### src/rtl/ntt_pkg.sv
// Shared sizing constants and FSM encoding for the NTT front-end scheduler.
package ntt_pkg;

    localparam int PAIR_CNT = 128;
    localparam int ADDR_W   = $clog2(PAIR_CNT);
    localparam int RD_LAT   = 1;
    localparam int TIMEOUT  = 1023;

    // One extra bit so a full count of PAIR_CNT is representable.
    localparam int CNT_W    = ADDR_W + 1;
    localparam int TO_W     = $clog2(TIMEOUT + 1);

    typedef enum logic [1:0] {
        S_IDLE,
        S_FEED,
        S_DRAIN,
        S_DONE
    } sched_state_t;

endpackage

### src/rtl/ntt_sched_rr_arb2.sv
// Two-way round-robin arbiter: a sole requester always wins; on a tie the
// client that was not served by the most recently finished job wins.
module rr_arb2 (
    input  logic       clk,
    input  logic       rst,
    input  logic [1:0] req,
    input  logic       update,
    input  logic       last_idx,
    output logic [1:0] gnt
);

    // Index of the client favoured when both request.
    logic prio;

    always_ff @(posedge clk) begin
        if (rst) begin
            prio <= 1'b0;
        end else if (update) begin
            prio <= ~last_idx;
        end
    end

    always_comb begin
        gnt = 2'b00;
        case (req)
            2'b01:   gnt = 2'b01;
            2'b10:   gnt = 2'b10;
            2'b11:   gnt = prio ? 2'b10 : 2'b01;
            default: gnt = 2'b00;
        endcase
    end

endmodule

### src/rtl/ntt_sched.sv
// Grants the dual-lane NTT pipeline to one of two clients, streams that client's
// coefficient pairs in, writes the result pairs back and waits for the pipe to drain.
module ntt_sched
    import ntt_pkg::*;
(
    input  logic              clk,
    input  logic              rst,
    input  logic [1:0]        req,
    output logic [1:0]        gnt,
    output logic              busy,
    output logic [1:0]        done,
    output logic              err,
    output logic              rd_en,
    output logic [ADDR_W-1:0] rd_addr,
    output logic              rd_bank,
    output logic              ntt_in_en,
    input  logic              ntt_out_en,
    output logic              wr_en,
    output logic [ADDR_W-1:0] wr_addr,
    output logic              wr_bank
);

    // Handshake: req is a level a client holds until it sees its gnt bit; gnt is
    // then held for the whole job and drops after the single-cycle done pulse.
    // Request changes while busy are ignored; a req seen in IDLE starts a job.

    sched_state_t      state;
    sched_state_t      state_nx;
    logic [CNT_W-1:0]  rd_cnt;
    logic [CNT_W-1:0]  wr_cnt;
    logic [TO_W-1:0]   to_cnt;
    logic [RD_LAT-1:0] in_chain;
    logic [1:0]        arb_gnt;
    logic              arb_update;
    logic              rd_last;
    logic              wr_full;
    logic              drain_ok;
    logic              drain_to;
    logic              job_active;
    logic              out_stray;
    logic              out_extra;

    assign arb_update = (state == S_DONE);

    rr_arb2 u_arb (
        .clk      (clk),
        .rst      (rst),
        .req      (req),
        .update   (arb_update),
        .last_idx (gnt[1]),
        .gnt      (arb_gnt)
    );

    assign job_active = (state == S_FEED) || (state == S_DRAIN);
    assign rd_last    = (rd_cnt == CNT_W'(PAIR_CNT - 1));
    assign wr_full    = (wr_cnt == CNT_W'(PAIR_CNT));
    assign drain_ok   = wr_full && !ntt_out_en;
    assign drain_to   = (to_cnt == TO_W'(TIMEOUT));

    always_comb begin
        state_nx = state;
        case (state)
            S_IDLE:  if (req != 2'b00) state_nx = S_FEED;
            S_FEED:  if (rd_last) state_nx = S_DRAIN;
            S_DRAIN: if (drain_ok || drain_to) state_nx = S_DONE;
            S_DONE:  state_nx = S_IDLE;
            default: state_nx = S_IDLE;
        endcase
    end

    assign busy      = (state != S_IDLE);
    assign rd_en     = (state == S_FEED);
    assign rd_addr   = rd_cnt[ADDR_W-1:0];
    assign rd_bank   = gnt[1];
    assign wr_bank   = gnt[1];
    assign ntt_in_en = in_chain[RD_LAT-1];
    assign wr_en     = ntt_out_en && job_active && !wr_full;
    assign wr_addr   = wr_cnt[ADDR_W-1:0];
    assign done      = (state == S_DONE) ? gnt : 2'b00;

    // Output data arriving with no job, or beyond the last pair, is never written.
    assign out_stray = ntt_out_en && !job_active;
    assign out_extra = ntt_out_en && job_active && wr_full;

    always_ff @(posedge clk) begin
        if (rst) begin
            state    <= S_IDLE;
            gnt      <= 2'b00;
            rd_cnt   <= '0;
            wr_cnt   <= '0;
            to_cnt   <= '0;
            in_chain <= '0;
            err      <= 1'b0;
        end else begin
            state       <= state_nx;
            in_chain[0] <= rd_en;
            for (int i = 1; i < RD_LAT; i++) begin
                in_chain[i] <= in_chain[i-1];
            end

            if (state == S_IDLE) begin
                gnt <= arb_gnt;
            end else if (state == S_DONE) begin
                gnt <= 2'b00;
            end

            if (state == S_IDLE) begin
                rd_cnt <= '0;
                wr_cnt <= '0;
            end else begin
                if (rd_en) rd_cnt <= rd_cnt + 1'b1;
                if (wr_en) wr_cnt <= wr_cnt + 1'b1;
            end

            // Counts DRAIN cycles from zero; DRAIN lasts at most TIMEOUT+1 cycles.
            if (state == S_DRAIN) begin
                to_cnt <= to_cnt + 1'b1;
            end else begin
                to_cnt <= '0;
            end

            if (out_stray || out_extra || (state == S_DRAIN && drain_to && !drain_ok)) begin
                err <= 1'b1;
            end
        end
    end

endmodule

### config.mk
export PLATFORM = sky130hd
export DESIGN_NAME = ntt_sched
export DESIGN_NICKNAME = d
export VERILOG_FILES = /design/src/rtl/ntt_pkg.sv /design/src/rtl/ntt_sched_rr_arb2.sv /design/src/rtl/ntt_sched.sv
export SDC_FILE = /design/constraint.sdc
export NUM_CORES = 1
export LEC_CHECK = 0
export ABC_CLOCK_PERIOD_IN_PS = 5250
export CORE_MARGIN = 1.5
export CORE_UTILIZATION = 56
export CTS_CLUSTER_SIZE = 40
export DETAILED_ROUTE_END_ITERATION = 16
export PLACE_DENSITY = 0.84
export SLEW_MARGIN = 20
export SYNTH_ARGS = -nofsm -noshare
export SYNTH_HDL_FRONTEND = slang
export SYNTH_SLANG_ARGS = --single-unit
### constraint.sdc
create_clock -name clk -period 5.25 [get_ports clk]
set_clock_uncertainty 0.2 [all_clocks]
set_input_delay 0.7875 -clock clk [delete_from_list [all_inputs] [get_ports clk]]
set_output_delay 0.7875 -clock clk [all_outputs]
set_load 0.005 [all_outputs]
==> run_results.csv, run 1 <==
group,metric,value,unit
synthesis,synth_edf_count,0,
min_path,hp-class,"reg2reg",
sta,setup_viol,0,
drt,wl_per_cell,13.3,um
sta,worst_pin_slew,0.374,ns
floorplanning,io_pins,30,
sta,setup-tns-final,0,ns
synthesis,synth-async-reset-ratio,0,
synthesis,synth.largest_area_cell,"dfxtp_1",
sta,finalCritPeriodShare,0.644,
finish,layout_commonest_cell,"dfxtp_1",
power_and_ir_drop,p_per_area,316,mW/mm2
sta,fmax,296,MHz
setup_path,cp_common_cell,"clkdlybuf4s50_1",
power_and_ir_drop,power_leakage,0.000673,uW
place,gp_congestion,0.865,
clock_network,cts_num_sinks,33,
drt,drcViolationCount,4,
drt,antenna_left,0,
clock_network,htree_levels,2,
drt,vias,1306,
synthesis,yosysTopAreaCellShare,0.393,
clock_network,cts_tree,"yes",
setup_path,startpoint_type,"input pin",
global_routing,grt_overflow,0,
run_status,violations,"design-rule violations",
sta,hold_viol,0,
setup_path,r2r_setup_slack,3.25,ns
setup_path,max_stage_delay,0.55,ns
global_routing,track_usage,0.211,
power_and_ir_drop,ir_drop,199,uV
drt,via_per_inst,5.61,
clock_network,numCtsBuffers,5,
clock_network,clock_latency,0.32,ns
global_routing,grt_pass1_vias,1240,
finish,drive_above_1_share,0.0594,
sta,setup_ws,1.87,ns
sta,rsz0062_at_grt,"no",
finish,nets,216,
synthesis,synth.area.top_cells,"dfxtp_1 39%, buf_4 7.1%, xor2_1 6.8%, ha_1 6.7%, nor2_1 6.0%",
clock_network,path_clk_slew,0.10,ns
synthesis,syn_area_per_cell,8.95,um2
clock_network,ctsResizeCount,0,
finish,diodes,0,
synthesis,netlist_instances,188,
setup_path,path_class,"in2out",
place,port-buffer-count,29,
drt,wl,3100,um
place,place_hpwl,2280,um
synthesis,ys_seq_area_frac,0.393,
sta,slew_headroom,0.749,
setup_path,r2r_cells,6,
floorplanning,die_area,0.00334,mm2
finish,final_cell_mix,"33 x dfxtp_1, 29 x clkdlybuf4s50_1, 27 x nor2_1",
clock_network,post-cts-setup-buffer-count,0,
clock_network,clk_path_buf_depth,2,
global_routing,antenna_found_initial,0,
floorplanning,core,0.00281,mm2
synthesis,synth_area,0.00168,mm2
synthesis,synth_flop_cell,"dfxtp_1",
synthesis,synthesis.nets,202,
setup_path,cp-end-kind,"output pin",
clock_network,ctsHoldBuffers,0,
place,pre_cts_ws,1.89,ns
setup_path,crit_chain,"clkdlybuf4s50_1 -> and2_1 -> o21a_1 -> clkdlybuf4s50_1",
finish,area_delta_synth_final,14.3,%
floorplanning,initial_core_util,0.600,
drt,drt-pass1-iter-count,10,
setup_path,crit_arrival,2.39,ns
setup_path,crit_fanout,7,
floorplanning,fp.dieW,57.8,um
run,max_cap_viol_count,0,
run_status,outcome,"complete, but fails checks",
synthesis,ys_types,33,
synthesis,ys_warn_count,0,
min_path,min_path_cells,1,
place,dpl.cell_count,226,
finish,stdcell_count,233,
floorplanning,die_h,57.8,um
global_routing,grt_pass1_wl,5470,um
setup_path,required,4.26,ns
clock_network,cts_root_buffer,"clkbuf_4",
sta,slew_viol_final,0,
floorplanning,rows,19,
global_routing,grt_max_degree,17,
sta,fin_crit,3.38,ns
drt,drtIter0Drc,47,
synthesis,synth_seq_cells,33,
setup_path,slowest_stage,"clkdlybuf4s50_1",
==> stage by stage <==
| stage | hold slack [ns] | power [uW] | area, um2 | util |
|---|---|---|---|---|
| 6_report | 0.257 | 608 | 1920 | 0.686 |
| 5_1_grt | 0.312 | 644 | 1920 | 0.686 |
| 4_1_cts | 0.261 | 612 | 1920 | 0.686 |
| 3_5_place_dp | 0.239 | 473 | 1870 | 0.666 |
| 3_3_place_gp | 0.229 | 464 | 1870 | 0.666 |
| 2_1_floorplan | 0.218 | 409 | 1680 | - |
==> critical path: cells and delay by family <==
family | cells | cell delay (ns)
buffers and inverters | 2 | 1.08
AND/OR/NAND/NOR | 1 | 0.28
AO/OA/AOI/OAI | 1 | 0.24
==> path summary, 6_finish.rpt <==
kind | endpoint | start
max | wr_en | ntt_out_en
min | to_cnt[0] | to_cnt[0]
max reg2reg | wr_cnt[1] | state[1]
min reg2reg | to_cnt[0] | to_cnt[0]
==> registers in the layout, indices dropped and copies added (netlist names) <==
signal      flops
to_cnt         10
rd_cnt          8
wr_cnt          8
gnt             2
state           2
err             1
ntt_in_en       1
u_arb.prio      1
==> synthesized netlist by cell type, types with 2 or more instances <==
cell type and n:
nand4_1 7, o31ai_1 2, nor3_1 3, nand2_1 6, or3_1 6, nand2b_1 5
o2111ai_1 2, ha_1 9, o21ai_0 6, mux2i_1 3, nand3_1 7, and3_1 3
inv_1 6, xnor2_1 4, a21oi_1 7, and2_1 5, dfxtp_1 33, xor2_1 13
buf_4 16, nor2_1 27, a32oi_1 2, clkbuf_1 5
==> final cells by class <==
class / count / area (um2)
clock buffer: 7 / 55.1
fill: 225 / 882
inverter: 6 / 22.5
multi-input combinational: 127 / 856
sequential: 33 / 661
tap: 31 / 38.8
timing repair buffer: 29 / 290
==> power by group <==
group / switching, uW / internal (uW)
Combinational: 88.9 / 91.8
Sequential: 16.8 / 270
Clock: 76.8 / 63.2
==> routing by layer <==
| layer | GRT usage | vias up | routed length, um |
|---|---|---|---|
| met5 | 0 | - | 0 |
| met3 | 0.0647 | 4 | 174 |
| met2 | 0.356 | 34 | 1510 |
| met1 | 0.258 | 616 | 1390 |
| met4 | 0.0664 | 0 | 30 |
| li1 | - | 652 | - |
==> cell families after synthesis <==
kind of cell,count (synthesis),synth area share
XOR/XNOR,17,0.0885
flip-flops,33,0.393
buffers and inverters,28,0.0989
AO/OA/AOI/OAI,23,0.0959
AND/OR/NAND/NOR,75,0.239
adder cells (fa/ha/maj),9,0.0669
multiplexers,3,0.0178
No activity file was read; power rests on OpenSTA's default activity.
==> run 2: changes to the inputs <==
Settings changed: ABC_CLOCK_PERIOD_IN_PS 5250 to 3160, CORE_UTILIZATION 56 to 52, PLACE_DENSITY 0.84 to 0.79.
Clock period 5.25 ns to 3.16 ns, I/O delays scaled along.
==> run 2 against run 1 <==
Core utilization is 5.2 points lower. First-iteration DRC count down 11%. The flow now finishes without violations. Register-to-register slack worse by 2.1 ns. Count of clock-buffer cells in the layout increased by 1. Die area rose by 7.3%. Non-clock buffer count did not move. Global-route usage fell by 1.6 points. Sequential share of layout area shrank 0.18 points. Sequential power increased by 66%. Cell area grew 0.52%. Final cell count is 6.0% higher.
==> run_results.csv, run 2 (synthesis results as in run 1) <==
group,metric,value,unit
floorplanning,io_pins,30,
sta,fmax,339,MHz
global_routing,grt_overflow,0,
drt,via_per_inst,5.31,
floorplanning,die_area,0.00359,mm2
finish,layout_commonest_cell,"dfxtp_1",
run_status,outcome,"finished, final reports clean",
min_path,min_path_cells,1,
setup_path,r2r-start,"state[0]",
sta,worst_pin_slew,0.437,ns
setup_path,crit_fanout,7,
finish,design_area,0.00193,mm2
global_routing,grt_pass1_vias,1233,
power_and_ir_drop,power_leakage,0.000669,uW
setup_path,r2r_setup_slack,1.18,ns
clock_network,numCtsBuffers,5,
place,gp_congestion,0.842,
finish,final_cell_mix,"33 x dfxtp_1, 29 x clkdlybuf4s50_1, 27 x nor2_1",
drt,vias,1311,
min_path,min_from,"to_cnt[0]",
clock_network,ctsHoldBuffers,0,
setup_path,path_class,"reg2out",
clock_network,clock_latency,0.33,ns
sta,fin_crit,2.95,ns
drt,wl,3160,um
sta,setup-tns-final,0,ns
drt,drt-pass1-iter-count,4,
finish,top_regs,"to_cnt (10), rd_cnt (8), wr_cnt (8)",
global_routing,antenna_found_initial,0,
power_and_ir_drop,p_per_area,517,mW/mm2
run,max_cap_viol_count,0,
drt,drtIter0Drc,42,
setup_path,required,2.49,ns
clock_network,htree_levels,2,
setup_path,crit_arrival,2.27,ns
global_routing,track_usage,0.195,
place,place_hpwl,2350,um
sta,rsz0062_at_grt,"no",
floorplanning,fp.dieW,59.9,um
clock_network,cts_root_buffer,"clkbuf_4",
clock_network,ctsResizeCount,0,
drt,wl_per_cell,12.8,um
drt,drcViolationCount,0,
clock_network,path_clk_slew,0.09,ns
min_path,holdPathEnd,"to_cnt[0]",
setup_path,cp-end-kind,"output pin",
sta,setup_viol,0,
finish,fillers,266,
finish,regMostFlops,"to_cnt",
place,place_area,0.00188,mm2
min_path,hp-class,"reg2reg",
floorplanning,die_h,59.9,um
sta,slew_viol_final,0,
finish,nets,216,
finish,diodes,0,
place,port-buffer-count,29,
floorplanning,initial_core_util,0.551,
sta,slew_headroom,0.707,
clock_network,post-cts-setup-buffer-count,0,
floorplanning,core,0.00305,mm2
setup_path,r2r_cells,6,
sta,finalCritPeriodShare,0.933,
setup_path,reg2reg_to,"wr_cnt[1]",
setup_path,startpoint_type,"flop",
sta,setup_ws,0.213,ns
global_routing,grt_max_degree,17,
power_and_ir_drop,p_total,999,uW
clock_network,clk_path_buf_depth,2,
global_routing,grt_pass1_wl,5210,um
finish,drive_above_1_share,0.0542,
drt,antenna_left,0,
finish,largest_reg_flops,10,
sta,hold_viol,0,
clock_network,cts_tree,"yes",
clock_network,cts_num_sinks,33,
power_and_ir_drop,ir_drop,306,uV
place,pre_cts_ws,0.449,ns
finish,area_delta_synth_final,14.9,%
floorplanning,rows,20,
[run 2: how the worst max path moves through the flow]
stage	startpoint	to	slack (ns)	cells past startpoint
floorplan	state[1]	wr_en	1.18	5
global placement	ntt_out_en	wr_en	0.48	4
detailed placement	ntt_out_en	wr_en	0.45	4
CTS	state[1]	wr_en	0.22	5
global route	state[0]	wr_en	0.06	5
finish	state[0]	wr_en	0.21	5
[run 2: per-layer routing]
layer  share of wire  up-vias  GRT usage
li1                -      650          -
met1            0.42      621      0.206
met2            0.52       33      0.346
met3           0.041        7     0.0563
met4           0.018        0     0.0984
met5               0        -          0
[run 2: critical path: stages (launching register included)]
cell	delay, ns
dfxtp_1	0.38
inv_1	0.11
ha_1	0.41
and2_1	0.28
o21a_1	0.23
clkdlybuf4s50_1	0.52
[run 2: per-stage QoR]
step                utilization  cells  hold slack [ns]
floorplan                     -    188            0.218
finish                    0.633    247            0.263
CTS                       0.633    247            0.272
detailed placement        0.617    239            0.259
global route              0.633    247            0.292
global placement          0.617    239            0.229
[run 2: final cells by class]
class                      instances  area (um2)  share of cell area
inverter                           6        22.5              0.0117
tap                               44        55.1              0.0285
clock buffer                       8        48.8              0.0252
sequential                        33         661               0.342
timing repair buffer              29         290               0.150
multi-input combinational        127         856               0.443
[run 2: power by group]
group,total (uW),switching [uW],internal (uW)
Clock,217,129,88.6
Combinational,305,152,154
Sequential,477,27.8,449
==> run 3: changes to the inputs <==
Settings changed: GPL_ROUTABILITY_DRIVEN set to 0.
==> results of run 3 <==
The final DEF is identical to that of run 2; final timing and power are the same.
